File: config.mk
export PLATFORM = sky130hd
export DESIGN_NAME = note_voice_engine_flat
export DESIGN_NICKNAME = d
export VERILOG_FILES = /design/src/rtl/note_voice_if.sv /design/src/rtl/note_voice_engine.sv /design/src/flat_wrapper.sv
export SDC_FILE = /design/constraint.sdc
export NUM_CORES = 1
export LEC_CHECK = 0
export CORE_ASPECT_RATIO = 0.8
export CORE_MARGIN = 2
export CORE_UTILIZATION = 55
export CTS_CLUSTER_SIZE = 10
export DETAILED_ROUTE_END_ITERATION = 10
export GPL_TIMING_DRIVEN = 1
export PLACE_DENSITY = 0.72
export SETUP_SLACK_MARGIN = 0.3
export SLEW_MARGIN = 30
export SYNTH_ARGS = -nofsm -noshare
export SYNTH_HDL_FRONTEND = slang
export SYNTH_SLANG_ARGS = --single-unit
File: constraint.sdc
create_clock -name clk -period 3.9 [get_ports clk]
set_input_delay 0.78 -clock clk [delete_from_list [all_inputs] [get_ports clk]]
set_output_delay 0.78 -clock clk [all_outputs]
set_load 0.02 [all_outputs]
File: src/rtl/note_voice_if.sv
// note_voice_if: command-in / voice-and-mix-out bundle for note_voice_engine (master drives rx_data/rx_valid, slave drives voice_active, voice_sq, audio_level, audio_out, cmd_drop)
interface note_voice_if #(parameter int NUM_VOICES = 4);
  logic [7:0] rx_data;
  logic rx_valid;
  logic [NUM_VOICES-1:0] voice_active;
  logic [NUM_VOICES-1:0] voice_sq;
  logic [$clog2(NUM_VOICES+1)-1:0] audio_level;
  logic audio_out;
  logic cmd_drop;
  modport master (output rx_data, rx_valid, input voice_active, voice_sq, audio_level, audio_out, cmd_drop);
  modport slave (input rx_data, rx_valid, output voice_active, voice_sq, audio_level, audio_out, cmd_drop);
endinterface

File: src/rtl/note_voice_engine.sv
// note_voice_engine: polyphonic note-on/off decoder, voice allocator with stealing and auto-release, square-wave mixer; ports clk, rst, bus (rx_data/rx_valid in; voice_active, voice_sq, audio_level, audio_out, cmd_drop out)
module note_voice_engine #(
  parameter int CLK_HZ = 100_000_000,
  parameter int NUM_VOICES = 4,
  parameter int CNT_W = 26,
  parameter int AUTO_OFF = 50_000_000,
  parameter int TMO_W = 32
) (
  input logic clk,
  input logic rst,
  note_voice_if.slave bus
);
  localparam int IW = NUM_VOICES > 1 ? $clog2(NUM_VOICES) : 1;
  localparam int LW = $clog2(NUM_VOICES+1);
  localparam logic [63:0] K = 64'(CLK_HZ) * 64'd50;
  function automatic logic [CNT_W-1:0] half_of(input logic [4:0] n);
    case (n)
      5'd1: return CNT_W'(K / 64'd23308);
      5'd2: return CNT_W'(K / 64'd24694);
      5'd3: return CNT_W'(K / 64'd26163);
      5'd4: return CNT_W'(K / 64'd27718);
      5'd5: return CNT_W'(K / 64'd29366);
      5'd6: return CNT_W'(K / 64'd31113);
      5'd7: return CNT_W'(K / 64'd32963);
      5'd8: return CNT_W'(K / 64'd34923);
      5'd9: return CNT_W'(K / 64'd36999);
      5'd10: return CNT_W'(K / 64'd39200);
      5'd11: return CNT_W'(K / 64'd41530);
      5'd12: return CNT_W'(K / 64'd44000);
      5'd13: return CNT_W'(K / 64'd46616);
      5'd14: return CNT_W'(K / 64'd49388);
      5'd15: return CNT_W'(K / 64'd52325);
      default: return CNT_W'(K / 64'd55437);
    endcase
  endfunction
  logic [NUM_VOICES-1:0] act, sq, wrap, expire;
  logic [4:0] code [NUM_VOICES];
  logic [CNT_W-1:0] cnt [NUM_VOICES];
  logic [TMO_W-1:0] hold [NUM_VOICES];
  logic [IW-1:0] sp, hit_idx, free_idx, tgt;
  logic hit_any, free_any, off, legal, drop_q, out_q, unused_bits;
  logic [LW-1:0] lvl, level_q;
  logic [4:0] c;
  assign c = bus.rx_data[4:0];
  assign off = bus.rx_data[7];
  assign legal = c <= 5'd16;
  assign unused_bits = ^bus.rx_data[6:5];
  assign tgt = hit_any ? hit_idx : free_any ? free_idx : sp;
  always_comb begin
    hit_any = 1'b0;
    free_any = 1'b0;
    hit_idx = '0;
    free_idx = '0;
    lvl = '0;
    wrap = '0;
    expire = '0;
    for (int i = NUM_VOICES-1; i >= 0; i--) begin
      if (act[i] && code[i] == c) begin
        hit_any = 1'b1;
        hit_idx = IW'(i);
      end
      if (!act[i]) begin
        free_any = 1'b1;
        free_idx = IW'(i);
      end
      lvl = lvl + LW'(sq[i]);
      wrap[i] = cnt[i] == half_of(code[i]) - 1'b1;
      expire[i] = AUTO_OFF != 0 && hold[i] == TMO_W'(AUTO_OFF-1);
    end
  end
  always_ff @(posedge clk) begin
    if (rst) begin
      act <= '0;
      sq <= '0;
      sp <= '0;
      level_q <= '0;
      out_q <= 1'b0;
      drop_q <= 1'b0;
      for (int i = 0; i < NUM_VOICES; i++) begin
        code[i] <= '0;
        cnt[i] <= '0;
        hold[i] <= '0;
      end
    end else begin
      level_q <= lvl;
      out_q <= |sq;
      drop_q <= bus.rx_valid && !legal;
      for (int i = 0; i < NUM_VOICES; i++) begin
        if (act[i] && expire[i]) begin
          act[i] <= 1'b0;
          sq[i] <= 1'b0;
          cnt[i] <= '0;
          hold[i] <= '0;
        end else if (act[i]) begin
          cnt[i] <= wrap[i] ? '0 : cnt[i] + 1'b1;
          sq[i] <= sq[i] ^ wrap[i];
          hold[i] <= hold[i] + 1'b1;
        end
      end
      if (bus.rx_valid && legal) begin
        if (c == 5'd0) begin
          act <= '0;
          sq <= '0;
          for (int i = 0; i < NUM_VOICES; i++) begin
            cnt[i] <= '0;
            hold[i] <= '0;
          end
        end else if (!off) begin
          act[tgt] <= 1'b1;
          sq[tgt] <= 1'b0;
          code[tgt] <= c;
          cnt[tgt] <= '0;
          hold[tgt] <= '0;
          if (!hit_any && !free_any) sp <= sp == IW'(NUM_VOICES-1) ? '0 : sp + 1'b1;
        end else if (hit_any) begin
          act[hit_idx] <= 1'b0;
          sq[hit_idx] <= 1'b0;
          cnt[hit_idx] <= '0;
          hold[hit_idx] <= '0;
        end
      end
    end
  end
  assign bus.voice_active = act;
  assign bus.voice_sq = sq;
  assign bus.audio_level = level_q;
  assign bus.audio_out = out_q;
  assign bus.cmd_drop = drop_q;
endmodule

File: src/flat_wrapper.sv
// flat-port wrapper written by rule: the top's interface ports become plain ports
module note_voice_engine_flat 
#(
  parameter int CLK_HZ = 100_000_000,
  parameter int NUM_VOICES = 4,
  parameter int CNT_W = 26,
  parameter int AUTO_OFF = 50_000_000,
  parameter int TMO_W = 32
)
  (clk, rst, bus_rx_data, bus_rx_valid, bus_voice_active, bus_voice_sq, bus_audio_level, bus_audio_out, bus_cmd_drop);
  note_voice_if #(.NUM_VOICES(NUM_VOICES)) bus_i ();
  input logic clk;
  input logic rst;
  input wire logic [$bits(bus_i.rx_data)-1:0] bus_rx_data;
  input wire logic [$bits(bus_i.rx_valid)-1:0] bus_rx_valid;
  output wire logic [$bits(bus_i.voice_active)-1:0] bus_voice_active;
  output wire logic [$bits(bus_i.voice_sq)-1:0] bus_voice_sq;
  output wire logic [$bits(bus_i.audio_level)-1:0] bus_audio_level;
  output wire logic [$bits(bus_i.audio_out)-1:0] bus_audio_out;
  output wire logic [$bits(bus_i.cmd_drop)-1:0] bus_cmd_drop;
  assign bus_i.rx_data = bus_rx_data;
  assign bus_i.rx_valid = bus_rx_valid;
  assign bus_voice_active = bus_i.voice_active;
  assign bus_voice_sq = bus_i.voice_sq;
  assign bus_audio_level = bus_i.audio_level;
  assign bus_audio_out = bus_i.audio_out;
  assign bus_cmd_drop = bus_i.cmd_drop;
  note_voice_engine #(.CLK_HZ(CLK_HZ), .NUM_VOICES(NUM_VOICES), .CNT_W(CNT_W), .AUTO_OFF(AUTO_OFF), .TMO_W(TMO_W)) u_core (.clk(clk), .rst(rst), .bus(bus_i));
endmodule
# Yosys cells after proc, flatten, opt, wreduce, memory -nomap -nowiden
# Memories as Yosys holds them, arrays and structs flattened.
# Cells that the tools add are included.
dict set report classes {
  magnitude_cmp 5
  reduce_logical 22
  muxes 137
  n_bitwise 36
  n_eq_ne 13
  addsub 16
}
# op count
set ops {}
lappend ops {{$mux W26} 21}
lappend ops {{$mux W32} 13}
lappend ops {{$add A32 B1 Y32 const B} 4}
lappend ops {{$eq A32 B26 Y1 const B} 4}
lappend ops {{$add A26 B1 Y26 const B} 4}
lappend ops {{$eq A26 B26 Y1} 4}
lappend ops {{$sub A26 B1 Y26 const B} 4}
lappend ops {{$mux W1} 78}
lappend ops {{$mux W4} 8}
lappend ops {{$reduce_or A32 Y1} 1}
lappend ops {{$mux W2} 14}
lappend ops {{$reduce_or A26 Y1} 1}
lappend ops {{$or A1 B1 Y1} 24}
lappend ops {{$eq A5 B5 Y1} 4}
lappend ops {{$logic_and A1 B1 Y1} 13}
lappend ops {{$and A4 B4 Y4} 3}
lappend ops {{$not A4 Y4} 2}
lappend ops {{$add A3 B1 Y3} 2}
lappend ops {{$lt A2 B3 Y1 const B} 2}
lappend ops {{$le A5 B5 Y1 const B} 1}
lappend ops {{$logic_not A5 Y1} 1}
lappend ops {{$mux W5} 1}
lappend ops {{$reduce_or A5 Y1} 1}
lappend ops {{$demux W1 S2} 2}
lappend ops {{10 further kinds} 17}
dict set report word_totals {
  ramBits 252
  n_memories 7
  word_cells 242
  romBits 1152
  regBits 15
  inputBits 11
}
# name words word_bits rd rd_ports_with_merged_regs write_ports line_no
set memory_table {}
lappend memory_table {{(no name shown)} 16 18 1 0 0 note_voice_engine.sv:17} ;# case (n)
lappend memory_table {{(no name shown)} 16 18 1 0 0 note_voice_engine.sv:17}
lappend memory_table {{(no name shown)} 16 18 1 0 0 note_voice_engine.sv:17}
lappend memory_table {{(no name shown)} 16 18 1 0 0 note_voice_engine.sv:17}
lappend memory_table {u_core.hold 4 32 4 0 5 note_voice_engine.sv:39} ;# logic [TMO_W-1:0] hold [NUM_VOICES];
lappend memory_table {u_core.cnt 4 26 4 0 5 note_voice_engine.sv:38} ;# logic [CNT_W-1:0] cnt [NUM_VOICES];
lappend memory_table {{1 more memories} -- -- -- -- -- --}

# Depth between registers and ports, before layout
# An unclocked memory read counts as a cell.
dict set report depth {
  word_depth 17
  mapped_depth 18
  mapped_depth_nobuf 14
}

# Worst setup path before layout
# Ideal clock, no wire load.
dict set report synth_timing {
  path_type {reg-to-reg}
  start {memory u_core.code[2][1]}
  end {register u_core.sq[2], in the netlist u_core.bus.voice_sq[2]}
  setup_slack_ns 0.079
  t_arrival_ns 3.759
  stages_incl_launch_ff 16
  synth_period_minus_slack_ns 3.821
  cell_sequence {edfxtp_1 > clkbuf_1 > inv_1 > ha_1 > clkbuf_1 > mux2i_1 > a211oi_1 > inv_1 > ha_1 > nor3b_1 > nor2b_1 > and4_1 > a211oi_1 > nor4_4 > or4b_2 > nand3_1}
}
# element line_no
set synth_rtl {}
lappend synth_rtl {{from (decl)} note_voice_engine.sv:37} ;# logic [4:0] code [NUM_VOICES];
lappend synth_rtl {{to (signal, indexed assignment)} note_voice_engine.sv:96} ;# sq[i] <= sq[i] ^ wrap[i];
lappend synth_rtl {{to (decl)} note_voice_engine.sv:36} ;# logic [NUM_VOICES-1:0] act, sq, wrap, expire;

==> run summary <==
type of the worst setup path - reg -> reg
Area Growth Syn to Fin - 18.39%
Final nets - 2541
Worst Hold Class - reg -> reg
DR pass1 iterations - 6
Starting Density - 56.21%
area fraction of the dominant cell type after synthesis - 26.84%
drt via density - 6.313
first-pass GRT wire length - 83430 µm
post-placement setup slack - -354.2 ps
post-detail-place hpwl - 35910 µm
GRT Total Usage - 28.17%
final antenna-violating net count - 0
Core Footprint - 32780 µm²
Max Clock Freq - 273.9 MHz
Worst Skew - 19.16 ps
RSZ-0062 raised after global routing - yes
Max Fanout on Critical Path - 5
Synth Net Count - 2431
register area share after synthesis - 30.10%
DR DRC count - 0
Ports - 24
RR Endpoint - u_core.bus.voice_sq[3]
VDD IR max - 0.0003131 V
Crit path buffers/inverters - 2
die footprint - 34980 µm²
LEAKAGE - 0.008098 µW
initial antenna violation count - 0
crit-path max cell delay - 450 ps
endpoints failing hold - 0
crit-path leading delay family - simple AND/OR/NAND/NOR gates
prevailing post-synth register cell - dfxtp_1
Worst Reg-to-Reg Cells - 12
Synth Register Bits - 267
syn_area_per_cell - 7.757 µm²
setup slack, reg-to-reg - 250 ps
area leader, netlist - dfxtp_1
CTS sink cnt - 267
drt total wl - 51370 µm
ordered list of cells on the worst path - inv_4 -> buf_6 -> ha_4 -> or3_4 -> a32oi_2 -> or3b_4 -> or3_4 -> xnor2_4 -> nor4_4 -> and4_4 -> nor4_2 -> or3_1
TritonCTS clock tree - done
largest net degree at the start of global routing - 49
Final Setup Violations - 0
Max-slew headroom - 33.32%
crit share post-route - 93.61%
via count - 18.46k
CTS root buf - clkbuf_16
CP most frequent cell - or3_4
row count - 59
Period minus WS final - 3651 ps
diode count - 0
Synth cell types - 100
Max stage delay cell, worst path - or3b_4
Placer Congestion - 0.9359
Finished Layout Cells - 2924
Slew @ Worst Pin - 1000 ps
Slew Viols, Final - 0
worst reg2reg startpoint - u_core.code[3][0]
Hold Crit Depth - 2
H-Tree Depth - 2
clock slew at reported path FFs - 60 ps
Hold Crit Endpoint - u_core.hold[0][4]
startpoint types - flip-flop
status - completed
Post-synth EDFFs - 20
1st-iter DRT viols - 1880
clk buf depth - 3
setup ws final - 249.4 ps
grt total ovfl - 0
Worst Hold Margin - 483.4 ps
layout cell share with drive strength beyond 1 - 15.86%
Crit path required time - 4300 ps
cts hold-fix bufs - 0
Setup crit end kind - flip-flop
max-cap viol count - 0
Worst Path Arrival - 4060 ps
synthesis warning total - 0
WL/cell - 17.57 µm
worst-skew pair later-pin latency - 530 ps
Die H - 167.7 µm
Port Buf Inserts - 21
min-delay src - u_core.hold[0][4]
Placed Cells incl. Taps - 2828
Post-Syn Instances - 2375
CTS Buf Count - 34
Synth Cell Area - 18420 µm²
Post-synth ARST share - 0%
Power per Cell Area - 301.7 nW/µm²
top cells by area, synth - dfxtp_1, nor2_1, xnor2_1, nand2_1, nand3_1
vias in the first global route - 16.95k
die width - 208.6 µm
-- worst register-to-register path: cells and delay by family (launching register included) --
kind / cells / cell delay [ps]
simple gates: 7 / 2340
flops: 1 / 440
compound gates: 1 / 230
buf+inv: 2 / 220
fa+ha+maj: 1 / 160
xor+xnor: 1 / 150
-- cell usage in the layout, fill, tap and decap left out, drive strengths merged, types with 15 or more instances in the layout --
cell type | netlist | layout
a211oi | 21 | 21
a21o | 19 | 19
a21oi | 125 | 125
a311oi | 22 | 22
a31oi | 34 | 34
and2 | 23 | 23
and3 | 69 | 69
and4 | 20 | 21
buf | 58 | 191
clkbuf | 84 | 42
clkdlybuf4s50 | 0 | 20
dfxtp | 247 | 247
edfxtp | 20 | 20
ha | 44 | 44
inv | 70 | 73
mux2i | 16 | 16
nand2 | 202 | 202
nand2b | 39 | 39
nand3 | 137 | 137
nand3b | 16 | 16
nand4 | 49 | 49
nor2 | 267 | 267
nor2b | 33 | 33
nor3 | 89 | 89
nor3b | 15 | 15
nor4 | 54 | 54
nor4b | 15 | 15
o211ai | 15 | 15
o21ai | 113 | 113
or2 | 30 | 30
or3 | 21 | 21
or4 | 17 | 17
xnor2 | 88 | 88
xor2 | 78 | 78
-- repair_timing --
item | 4_1_cts | 5_1_grt
endpoints found under the setup margin | 76 | 138
setup buffers | 10 | 35
resized for setup | 24 | 90
cloned | 1 | 2
pin swaps | 12 | 44
-- synth_stat cells (20+ instances only) --
cell / n
nor2_1: 263
dfxtp_1: 247
nand2_1: 201
nand3_1: 137
a21oi_1: 124
o21ai_0: 111
nor3_1: 88
xnor2_1: 88
clkbuf_1: 84
xor2_1: 78
and3_1: 69
inv_1: 69
nor4_1: 53
nand4_1: 49
ha_1: 44
nand2b_1: 39
buf_2: 37
a31oi_1: 34
nor2b_1: 33
or2_2: 28
a311oi_1: 22
and2_1: 22
a211oi_1: 21
or3_1: 21
edfxtp_1: 20
-- kinds of logic (layout without fill, tap and decap cells) --
logic type      Yosys count  count (layout)  synth area share [%]
mux                      35              35                 2.764
fa+ha+maj                45              45                 3.097
flops                   267             267                 30.10
xor+xnor                167             167                 8.014
simple gates           1127            1128                 32.08
buf+inv                 212             333                 4.795
compound gates          522             522                 19.15
-- final cells by class --
cell class / instances / area (µm²)
clock buffer: 41 / 877.1
clock inverter: 7 / 60.06
fill: 2738 / 10970
inverter: 70 / 265.3
multi-input combinational: 1897 / 12630
sequential: 267 / 5545
tap: 427 / 534.3
timing repair buffer: 215 / 1898
-- through the flow --
step | TNS [ps] | power, µW | cell area, µm² | util (%)
2_1_floorplan | 0 | 3453 | 18510 | -
3_3_place_gp | -11730 | 3694 | 19830 | 60.49
3_5_place_dp | -16960 | 3714 | 19830 | 60.49
4_1_cts | 0 | 6509 | 20990 | 64.05
5_1_grt | 0 | 6828 | 21810 | 66.54
6_report | 0 | 6581 | 21810 | 66.54
-- power by group --
group | leakage [µW] | switching [µW] | internal [µW] | total (µW)
Sequential | 0.00220 | 35.2 | 2790 | 2820
Clock | 0.000456 | 1190 | 1590 | 2780
Combinational | 0.00544 | 549 | 426 | 975
-- flip-flops by register name, summed over array words and instances (netlist names) --
| register | flops |
|---|---|
| u_core.hold | 128 |
| u_core.bus.voice_sq | 4 |
| u_core.code | 20 |
| u_core.cnt | 104 |
| u_core.bus.voice_active | 4 |
| u_core.sp | 2 |
| u_core.bus.audio_level | 3 |
| u_core.bus.cmd_drop | 1 |
| u_core.bus.audio_out | 1 |
-- per-layer routing --
layer | vias to the layer above | global-route usage [%] | wire length (µm)
met5 | - | 0 | 0
met2 | 678 | 44.23 | 22980
met3 | 88 | 3.976 | 3818
met4 | 0 | 8.199 | 1087
li1 | 8940 | - | -
met1 | 8753 | 40.28 | 23480
-- how the worst max path moves through the flow --
| stage | startpoint | endpoint | slack (ps) | cells after the start |
|---|---|---|---|---|
| 3_3_place_gp | bus_rx_data[0] | u_core.cnt[1][23] | -290 | 14 |
| 3_5_place_dp | bus_rx_data[0] | u_core.cnt[1][19] | -350 | 14 |
| 2_1_floorplan | u_core.code[3][1] | u_core.bus.voice_sq[3] | 300 | 14 |
| 6_report | u_core.code[3][0] | u_core.bus.voice_sq[3] | 250 | 12 |
| 4_1_cts | u_core.code[3][1] | u_core.cnt[3][20] | 290 | 12 |
| 5_1_grt | u_core.code[3][0] | u_core.bus.voice_sq[3] | 140 | 14 |
Power figures use the tool's default switching activity.
==> RTL edit: new RTL, same flow settings <==
`TMO_W` is set to 32 in 2 places; all go to 24.
--- a/src/rtl/note_voice_engine.sv
+++ b/src/rtl/note_voice_engine.sv
@@ -5,5 +5,5 @@
   parameter int CNT_W = 26,
   parameter int AUTO_OFF = 50_000_000,
-  parameter int TMO_W = 32
+  parameter int TMO_W = 24
 ) (
   input logic clk,
--- a/src/flat_wrapper.sv
+++ b/src/flat_wrapper.sv
@@ -6,5 +6,5 @@
   parameter int CNT_W = 26,
   parameter int AUTO_OFF = 50_000_000,
-  parameter int TMO_W = 32
+  parameter int TMO_W = 24
 )
   (clk, rst, bus_rx_data, bus_rx_valid, bus_voice_active, bus_voice_sq, bus_audio_level, bus_audio_out, bus_cmd_drop);
Behaviour: same outputs for any inputs over 4 cycles, from zero or initial values and one cycle with rst high; that may be too few to reach the edited logic, so the function may still have changed.
==> RTL edit against the original RTL <==
Sequential cell count decreased by 32. Area after synthesis decreased by 9.5%. Routed wire length decreased by 13%. Power decreased by 12%. Clock skew decreased by 0.0030 ns. Combinational power decreased by 13%. Via count decreased by 12%. Design area decreased by 11%. Worst setup slack improved by 0.14 ns. Largest power group unchanged.
==> RTL edit: results (changes against the original RTL) <==
metric	value	unit	change
outcome	finished, final reports clean		unchanged
synthMuxAreaShare	0.0341		was 0.0276
ir_drop	0.264	mV	was 0.313 mV
worstSkewPairLatency	0.56	ns	was 0.53 ns
critPathArrivalTime	3.95	ns	was 4.06 ns
synthesis.nets	2149		was 2431
gp_congestion	0.916		was 0.936
placed_area	17800	um^2	was 19800 um^2
grt_pass1_wl	72.8	mm	was 83.4 mm
synth_xor_area_frac	0.0794		was 0.0801
grt_antenna_before_repair	1		was 0
dp_hpwl	30.6	mm	was 35.9 mm
grt_max_degree	51		was 49
synthAdderAreaFrac	0.0348		was 0.0310
num_vias	16300		was 18.5k
reg_top3	u_core.cnt: 104 flops, u_core.hold: 96 flops, u_core.code: 20 flops		was u_core.hold: 128 flops, u_core.cnt: 104 flops, u_core.code: 20 flops
yosys.cell_types.count	111		was 100
drive_gt1_frac	0.150		was 0.159
synth-compound-area-share	0.200		was 0.192
finClkSkew	0.0161	ns	was 0.0192 ns
relSlewSlack	0.387		was 0.333
cts.path.max_buffers	3		unchanged
power.leakage	0.00730	uW	was 0.00810 uW
vias_per_cell	6.27		was 6.31
yosys_warnings	0		unchanged
final.fill_count	2490		was 2738
synth_edf_count	20		unchanged
drt_iter0_markers	1464		was 1880
synth_ff_type	dfxtp_1		unchanged
synth_seq_area_share	0.294		was 0.301
h-tree-depth	1		was 2
crit_fanout	11		was 5
cts_buffers	28		was 34
routedWlPerCell	17.2	um	was 17.6 um
synth_commonest_cells	215 x dfxtp_1, 211 x nor2_1, 154 x nand2_1, 130 x nand3_1, 98 x a21oi_1		was 263 x nor2_1, 247 x dfxtp_1, 201 x nand2_1, 137 x nand3_1, 124 x a21oi_1
cts_root_buffer	clkbuf_16		unchanged
setup_viol	0		unchanged
synth.avg_cell_area	7.96	um^2	was 7.76 um^2
grt_usage	0.269		was 0.282
fin_nets	2238		was 2541
dp.cells	2506		was 2828
io_buffers	21		unchanged
grt_pass1_vias	14700		was 17.0k
netlist_top_cells_area	dfxtp_1 26%, nor2_1 4.8%, xor2_1 4.5%		was dfxtp_1 27%, nor2_1 5.4%, xnor2_1 4.2%
largest_register_ffs	104		was 128
min_path_type	flop to flop		unchanged
first_pass_iters	8		was 6
## RTL edit: cell types whose count changed in the layout (fill, tap and decap cells not counted), moves of 10 or more
cell     before  now
dfxtp_1     247  215
nor2_1      259  205
o21ai_0     107   79
xnor2_1      87   65
o41ai_1       5   21
a31oi_1      34   44
nand2_1     200  153
and2_1       20   37
a21oi_1     122   98
or2_2        28   17
buf_4       168  146
## RTL edit: area by class of cell
cell class,count,area [um^2],area share
repair buffers,185,1620,0.0836
clock buffers,37,776,0.0400
inverters,62,243,0.0125
multi-input cells,1670,11300,0.583
well taps,406,508,0.0262
diodes,1,2.50,0.000129
clock inverters,2,35.0,0.00181
flip-flops and latches,235,4900,0.253
## RTL edit: metrics by stage
step	setup TNS [ns]	hold WS [ns]	worst slack (ns)	util
5_1_grt	0	0.492	0.202	0.656
6_report	0	0.482	0.387	0.656
4_1_cts	0	0.480	0.306	0.634
3_5_place_dp	-4.26	0.465	-0.335	0.601
2_1_floorplan	0	0.439	0.219	-
3_3_place_gp	-1.88	0.463	-0.237	0.601
## RTL edit: power breakdown
| group | switching (uW) | total, uW | internal, uW |
|---|---|---|---|
| combinational | 479 | 852 | 373 |
| clock | 1010 | 2440 | 1430 |
| sequential | 30.6 | 2480 | 2450 |
| total | 1520 | 5780 | 4250 |
## RTL edit: what timing repair did
action,CTS,global route
endpoints found under the setup margin,72,93
resized for setup,17,56
cloned,0,2
hold buffers,0,0
pin swaps,7,15
hold endpoints to repair,0,0
setup buffers,11,39
## RTL edit: cells by family after synthesis
| logic type | after synthesis |
|---|---|
| xor+xnor | 151 |
| compound gates | 471 |
| flops | 235 |
| simple gates | 965 |
| fa+ha+maj | 46 |
| buf+inv | 188 |
| mux | 37 |
## RTL edit: path summary, 6_finish.rpt
path / from / end / slack, ns / cells after the start
max: bus_rx_data[1] / u_core.cnt[3][11] / 0.39 / 11
min: u_core.cnt[1][25] / u_core.cnt[1][25] / 0.48 / 1
max reg2reg: u_core.code[3][1] / u_core.cnt[3][25] / 0.41 / 14
min reg2reg: u_core.cnt[1][25] / u_core.cnt[1][25] / 0.48 / 1
## RTL edit: metal layers
| metal | routed length (um) | vias to the layer above | track usage | part of all wire |
|---|---|---|---|---|
| met5 | 0 | - | 0 | 0 |
| met4 | 1060 | 0 | 0.0726 | 0.024 |
| met3 | 2510 | 85 | 0.0361 | 0.056 |
| met2 | 19900 | 504 | 0.414 | 0.44 |
| met1 | 21400 | 7795 | 0.395 | 0.48 |
| li1 | - | 7913 | - | - |
## RTL edit: worst max-delay path: stages
cell	delay [ns]
clkdlybuf4s50_1	0.59
buf_4	0.23
xor2_1	0.16
nor4_2	0.33
and2_1	0.24
nor3b_1	0.07
maj3_1	0.40
or4_1	0.53
nand2_2	0.26
o41ai_1	0.13
a21o_1	0.21
